<file path="src/rtl/seg7_disp_if.sv">
// Requester-side bundle for the seven-segment display arbiter.
interface seg7_disp_if;
    localparam int unsigned N_REQ  = 4;
    localparam int unsigned SEL_W  = 2;
    localparam int unsigned DATA_W = 32;

    logic [N_REQ-1:0]        i_req;
    logic [N_REQ*DATA_W-1:0] i_data;
    logic                    i_force_en;
    logic [SEL_W-1:0]        i_force_sel;
    logic [DATA_W-1:0]       o_disp_data;
    logic [N_REQ-1:0]        o_grant;
    logic [SEL_W-1:0]        o_owner;
    logic                    o_valid;

    modport master (
        output i_req, i_data, i_force_en, i_force_sel,
        input  o_disp_data, o_grant, o_owner, o_valid
    );

    modport slave (
        input  i_req, i_data, i_force_en, i_force_sel,
        output o_disp_data, o_grant, o_owner, o_valid
    );
endinterface

</file>
<file path="src/rtl/seg7_disp_arbiter.sv">
// Round-robin arbiter sharing one 8-digit seven-segment display among four
// sources, with a bounded dwell per owner and a manual override.
module seg7_disp_arbiter #(
    parameter int unsigned DWELL_CYCLES = 50_000_000,
    parameter int unsigned CNT_W        = 26
) (
    input  logic        clk,
    input  logic        rstn,
    seg7_disp_if.slave  bus
);
    localparam int unsigned N_REQ  = 4;
    localparam int unsigned SEL_W  = 2;
    localparam int unsigned DATA_W = 32;
    localparam logic [CNT_W-1:0] RELOAD = CNT_W'(DWELL_CYCLES - 1);

    typedef enum logic [1:0] {S_IDLE, S_OWN, S_FORCE} state_t;

    state_t              state_q, state_n;
    logic [CNT_W-1:0]    cnt_q, cnt_n;
    logic [N_REQ-1:0]    grant_q, grant_n;
    logic [SEL_W-1:0]    owner_q, owner_n;
    logic                valid_q, valid_n;
    logic [DATA_W-1:0]   disp_q, disp_n;

    logic                take;
    logic [SEL_W-1:0]    win;
    logic [N_REQ-1:0]    others;

    // First set bit of req searching upward from last+1, owner position last.
    function automatic logic [SEL_W-1:0] rr_pick(input logic [N_REQ-1:0] req,
                                                 input logic [SEL_W-1:0] last);
        logic [SEL_W-1:0] idx;
        rr_pick = last;
        for (int i = N_REQ; i >= 1; i--) begin
            idx = last + SEL_W'(i);
            if (req[idx]) rr_pick = idx;
        end
    endfunction

    // Next-state and next-output computation.
    always_comb begin
        state_n = state_q;
        cnt_n   = cnt_q;
        grant_n = grant_q;
        owner_n = owner_q;
        valid_n = valid_q;
        disp_n  = disp_q;
        take    = 1'b0;
        win     = owner_q;
        others  = bus.i_req & ~(N_REQ'(1) << owner_q);

        if (bus.i_force_en) begin
            state_n = S_FORCE;
            grant_n = N_REQ'(1) << bus.i_force_sel;
            owner_n = bus.i_force_sel;
            valid_n = 1'b1;
            disp_n  = bus.i_data[bus.i_force_sel*DATA_W +: DATA_W];
        end else begin
            case (state_q)
                S_IDLE: begin
                    grant_n = '0;
                    valid_n = 1'b0;
                    if (bus.i_req != '0) begin
                        take = 1'b1;
                        win  = rr_pick(bus.i_req, owner_q);
                    end
                end
                S_OWN: begin
                    disp_n = bus.i_data[owner_q*DATA_W +: DATA_W];
                    if (cnt_q != '0) cnt_n = cnt_q - CNT_W'(1);
                    if (!bus.i_req[owner_q]) begin
                        if (bus.i_req != '0) begin
                            take = 1'b1;
                            win  = rr_pick(bus.i_req, owner_q);
                        end else begin
                            state_n = S_IDLE;
                            grant_n = '0;
                            valid_n = 1'b0;
                        end
                    end else if (cnt_q == '0) begin
                        if (others != '0) begin
                            take = 1'b1;
                            win  = rr_pick(others, owner_q);
                        end else begin
                            cnt_n = RELOAD;
                        end
                    end
                end
                default: begin
                    // Leaving override: one blank cycle before arbitration resumes.
                    state_n = S_IDLE;
                    grant_n = '0;
                    valid_n = 1'b0;
                end
            endcase

            if (take) begin
                state_n = S_OWN;
                cnt_n   = RELOAD;
                grant_n = N_REQ'(1) << win;
                owner_n = win;
                valid_n = 1'b1;
                disp_n  = bus.i_data[win*DATA_W +: DATA_W];
            end
        end
    end

    // State and output registers; owner doubles as the round-robin pointer.
    always_ff @(posedge clk or negedge rstn) begin
        if (!rstn) begin
            state_q <= S_IDLE;
            cnt_q   <= '0;
            grant_q <= '0;
            owner_q <= SEL_W'(N_REQ - 1);
            valid_q <= 1'b0;
            disp_q  <= '0;
        end else begin
            state_q <= state_n;
            cnt_q   <= cnt_n;
            grant_q <= grant_n;
            owner_q <= owner_n;
            valid_q <= valid_n;
            disp_q  <= disp_n;
        end
    end

    assign bus.o_disp_data = disp_q;
    assign bus.o_grant     = grant_q;
    assign bus.o_owner     = owner_q;
    assign bus.o_valid     = valid_q;
endmodule

</file>
<file path="src/flat_wrapper.sv">
// flat-port wrapper written by rule: the top's interface ports become plain ports
module seg7_disp_arbiter_flat 
#(
    parameter int unsigned DWELL_CYCLES = 50_000_000,
    parameter int unsigned CNT_W        = 26
)
  (clk, rstn, bus_i_req, bus_i_data, bus_i_force_en, bus_i_force_sel, bus_o_disp_data, bus_o_grant, bus_o_owner, bus_o_valid);
  seg7_disp_if bus_i ();
  input  logic clk;
  input  logic rstn;
  input wire logic [$bits(bus_i.i_req)-1:0] bus_i_req;
  input wire logic [$bits(bus_i.i_data)-1:0] bus_i_data;
  input wire logic [$bits(bus_i.i_force_en)-1:0] bus_i_force_en;
  input wire logic [$bits(bus_i.i_force_sel)-1:0] bus_i_force_sel;
  output wire logic [$bits(bus_i.o_disp_data)-1:0] bus_o_disp_data;
  output wire logic [$bits(bus_i.o_grant)-1:0] bus_o_grant;
  output wire logic [$bits(bus_i.o_owner)-1:0] bus_o_owner;
  output wire logic [$bits(bus_i.o_valid)-1:0] bus_o_valid;
  assign bus_i.i_req = bus_i_req;
  assign bus_i.i_data = bus_i_data;
  assign bus_i.i_force_en = bus_i_force_en;
  assign bus_i.i_force_sel = bus_i_force_sel;
  assign bus_o_disp_data = bus_i.o_disp_data;
  assign bus_o_grant = bus_i.o_grant;
  assign bus_o_owner = bus_i.o_owner;
  assign bus_o_valid = bus_i.o_valid;
  seg7_disp_arbiter #(.DWELL_CYCLES(DWELL_CYCLES), .CNT_W(CNT_W)) u_core (.clk(clk), .rstn(rstn), .bus(bus_i));
endmodule
</file>
<file path="config.mk">
export PLATFORM = sky130hd
export DESIGN_NAME = seg7_disp_arbiter_flat
export DESIGN_NICKNAME = d
export VERILOG_FILES = /design/src/rtl/seg7_disp_if.sv /design/src/rtl/seg7_disp_arbiter.sv /design/src/flat_wrapper.sv
export SDC_FILE = /design/constraint.sdc
export NUM_CORES = 1
export LEC_CHECK = 0
export BUFFER_PORTS_ARGS = -buffer_cell sky130_fd_sc_hd__buf_2
export CORE_MARGIN = 2
export CORE_UTILIZATION = 50
export DETAILED_ROUTE_END_ITERATION = 7
export GPL_TIMING_DRIVEN = 0
export PLACE_DENSITY = 0.8
export SETUP_SLACK_MARGIN = 0.5
export SYNTH_ARGS = -nofsm -noshare
export SYNTH_HDL_FRONTEND = slang
export SYNTH_SLANG_ARGS = --single-unit
</file>
<file path="constraint.sdc">
create_clock -name clk -period 4.7 [get_ports clk]
set_input_delay 0.235 -clock clk [delete_from_list [all_inputs] [get_ports clk]]
set_output_delay 0.235 -clock clk [all_outputs]
set_load 0.02 [all_outputs]
</file>
==> impl_metrics.csv <==
group,metric,value,unit
global_routing,grt_pass1_vias,4264,
synth,synth_edf_count,0,
cells_and_area,design_area,0.00580,sq mm
setup_path,rr_startpoint,"u_core.bus.o_owner[1]$_DFFE_PN1P_",
placed_design,place.gp.congestion,0.886,
global_routing,grt_util_met1,33.0,%
floorplan,die_h,99.7,um
cells_and_area,multi_input_area,0.00267,sq mm
global_routing,grt_first_pass_wirelength,20.4,mm
clock_tree,cts_tree,"yes",
drt,wl_per_cell,17.0,um
timing,maxSlewViolCount,0,
power_and_ir_drop,intPower,1.23,mW
placed_design,placed_area,0.00557,sq mm
timing,hold_ws,-0.0272,ns
synth,synthTopCellsByCount,"77 x mux2i_1, 65 x dfrtp_1, 65 x nor2_1",
clock_tree,cts_root_buffer,"clkbuf_8",
floorplan,start_util,52.0,%
floorplan,die_w,99.7,um
cells_and_area,antenna_cells,0,
synth,yosys.cell_count.top_type,"mux2i_1",
global_routing,antenna_found_initial,0,
setup_path,crit_fanout,10,
setup_path,setup.worst_path.end,"u_core.bus.o_disp_data[25]$_DFFE_PN0P_",
synth,synth-warning-count,0,
cells_and_area,final_nets,782,
synth,synth_top_area_cell,"dfrtp_1",
setup_path,startpoint_type,"register",
job,drv_cap,0,
drt,drt_pass1_iterations,4,
cells_and_area,fin_util,65.9,%
setup_path,ff2ff_path_depth,14,
setup_path,critPathKind,"reg -> reg",
clock_tree,cts-buffers-inserted,9,
power_and_ir_drop,comb_power_share,35.0,%
global_routing,use_met2,43.9,%
timing,min_period,3.93,ns
power_and_ir_drop,peakVddDrop,0.216,mV
drt,wirelength,12.8,mm
clock_tree,h-tree-depth,3,
synth,ys_ff_latch,67,
synth,synth.distinct_cells,59,
timing,rsz0062_at_grt,"no",
timing,worstMarginPinSlew,0.843,ns
status,status,"complete, but fails checks",
status,violations,"hold timing",
timing,fmax,255,MHz
cells_and_area,drive_above_1_share,38.7,%
clock_tree,cts.sinks,67,
cells_and_area,seq_area,0.00168,sq mm
timing,period_share,83.6,%
timing,setup_viol,0,
synth,synth-seq-area-share,36.7,%
drt,viasPerCell,5.80,
floorplan,io_pins,176,
synth,synthesis.nets,599,
placed_design,dp_hpwl,9.93,mm
power_and_ir_drop,power.density,329,mW/mm^2
global_routing,gr-total-overflow,0,
power_and_ir_drop,p_leak,2.74,nW
synth,synth_top_area_share,35.5,%
timing,final-hold-violation-count,37,
cells_and_area,fillers,708,
synth,async_reset_ff_share,100,%
power_and_ir_drop,pwr-share-seq,37.1,%
power_and_ir_drop,total_power,1.91,mW
drt,num_vias,4359,
setup_path,timing.critical_path.to_type,"register",
timing,relSlewSlack,43.3,%
timing,setup_tns,0,ns
floorplan,dieArea,0.00993,sq mm
clock_tree,clock_path_buffers,2,
floorplan,rows,34,
timing,finClkSkew,0.0102,ns
setup_path,r2r-end,"u_core.bus.o_disp_data[25]$_DFFE_PN0P_",
clock_tree,path_clk_slew,0.08,ns
setup_path,crit_path_start,"u_core.bus.o_owner[1]$_DFFE_PN1P_",
global_routing,grtUsageTotal,25.6,%
power_and_ir_drop,clockPowerShare,28.0,%
setup_path,cp.arrival,4.19,ns
synth,avgSynthCellArea,10.0,sq um
clock_tree,clkLatencyLatePin,0.35,ns
floorplan,fp.coreArea,0.00881,sq mm
global_routing,use_met3,4.43,%
drt,final_antenna_net_count,0,
power_and_ir_drop,switchingPower,674,uW
setup_path,r2r_slack,0.77,ns
power_and_ir_drop,switching_share,35.3,%
setup_path,worstPathRequired,4.96,ns
synth,synth_cells,456,
global_routing,grt_max_degree,68,
worst_hold_path,hold_class,"in -> async",
synth,ys.flop_type,"dfrtp_1",
drt,drt-initial-drc-count,201,
cells_and_area,area_growth,26.8,%
drt,drc,0,
placed_design,io_buffer_count,172,
synth,synth.area.top_cells,"dfrtp_1 36%, mux2i_1 17%, a221oi_2 9.8%",
global_routing,busiest_layer,"met2",
synth,synth_area,0.00458,sq mm
==> repair_timing <==
item / in CTS / in global routing
setup endpoints to repair: 0 / 32
buffers inserted: 0 / 0
endpoints found under the hold margin: 0 / 0
gates resized for setup: 0 / 5
hold buffers: 0 / 0
==> critical path, stage by stage, from the launching register on <==
cell	delay (ns)
dfstp_2	0.56
clkbuf_1	0.29
inv_1	0.23
ha_1	0.32
clkbuf_2	0.22
mux2i_1	0.25
a21oi_1	0.11
a32oi_1	0.19
o21ai_0	0.14
a311oi_1	0.50
a311oi_2	0.23
buf_6	0.22
buf_12	0.16
mux2i_1	0.14
a221oi_2	0.27
==> layer usage <==
layer | vias up | part of all wire (%) | routed length, um
li1 | 2052 | - | -
met1 | 2143 | 42 | 5330
met2 | 149 | 52 | 6670
met3 | 15 | 4.9 | 625
met4 | 0 | 1.2 | 154
met5 | - | 0 | 0
==> logic make-up after synthesis <==
kind of cell | Yosys count | synth area share, %
xor+xnor | 16 | 3.06
flops | 67 | 36.7
buf+inv | 43 | 5.14
simple gates | 155 | 16.8
fa+ha+maj | 6 | 1.64
mux | 81 | 17.8
compound gates | 88 | 18.8
==> state kept, by name, indices dropped and copies added, names as in the netlist <==
register	count
u_core.bus.o_disp_data	32
u_core.bus.o_grant	4
u_core.bus.o_owner	2
u_core.bus.o_valid	1
u_core.cnt_q	26
u_core.state_q	2
==> final cells by class <==
type,instances,share of cell area [%]
Multi-Input combinational cell,346,46.1
Sequential cell,67,28.9
Timing Repair Buffer,172,14.9
Buffer,30,3.24
Tap cell,108,2.33
Clock buffer,10,2.20
Clock inverter,6,1.51
Inverter,13,0.841
==> through the flow <==
stage | cells | setup slack (ns)
after floorplan | 456 | 1.18
after global placement | 736 | 0.740
after detailed placement | 736 | 0.586
after CTS | 752 | 0.568
after global routing | 752 | 0.607
final | 752 | 0.772
==> how the worst min path moves through the flow <==
stage | to | slack, ns
finish | u_core.bus.o_disp_data[10]$_DFFE_PN0P_ | -0.03
global route | u_core.bus.o_disp_data[10]$_DFFE_PN0P_ | 0.05
CTS | u_core.bus.o_disp_data[10]$_DFFE_PN0P_ | 0.01
detailed placement | u_core.bus.o_disp_data[10]$_DFFE_PN0P_ | 0.39
global placement | u_core.bus.o_grant[3]$_DFFE_PN0P_ | 0.50
floorplan | u_core.bus.o_disp_data[0]$_DFFE_PN0P_ | -0.06
==> power groups by stage <==
stage / registers (mW) / logic (mW) / clock network (mW)
finish: 0.707 / 0.666 / 0.533
global route: 0.716 / 0.720 / 0.560
CTS: 0.706 / 0.664 / 0.539
detailed placement: 0.713 / 0.664 / 0
global placement: 0.712 / 0.647 / 0
floorplan: 0.781 / 0.374 / 0
==> cell usage in the layout, fill, tap and decap left out, types with 3 or more instances in the layout <==
master	instances
xor2_1	3
a21oi_1	10
nand3_1	7
a221oi_2	30
o31ai_1	3
inv_1	12
a221o_1	3
buf_2	177
mux2_2	3
nand2_1	28
nor3_1	12
nand2b_1	4
xnor2_1	13
a32oi_1	3
o21ai_0	15
nor2b_1	5
dfrtp_1	65
nor2_1	65
mux2i_1	77
a22oi_1	3
or4_1	4
nor4_1	7
or3_1	5
clkbuf_8	9
buf_6	4
clkbuf_1	16
ha_1	6
nand4_1	3
and3_1	4
No activity file was read; power rests on OpenSTA's default activity.
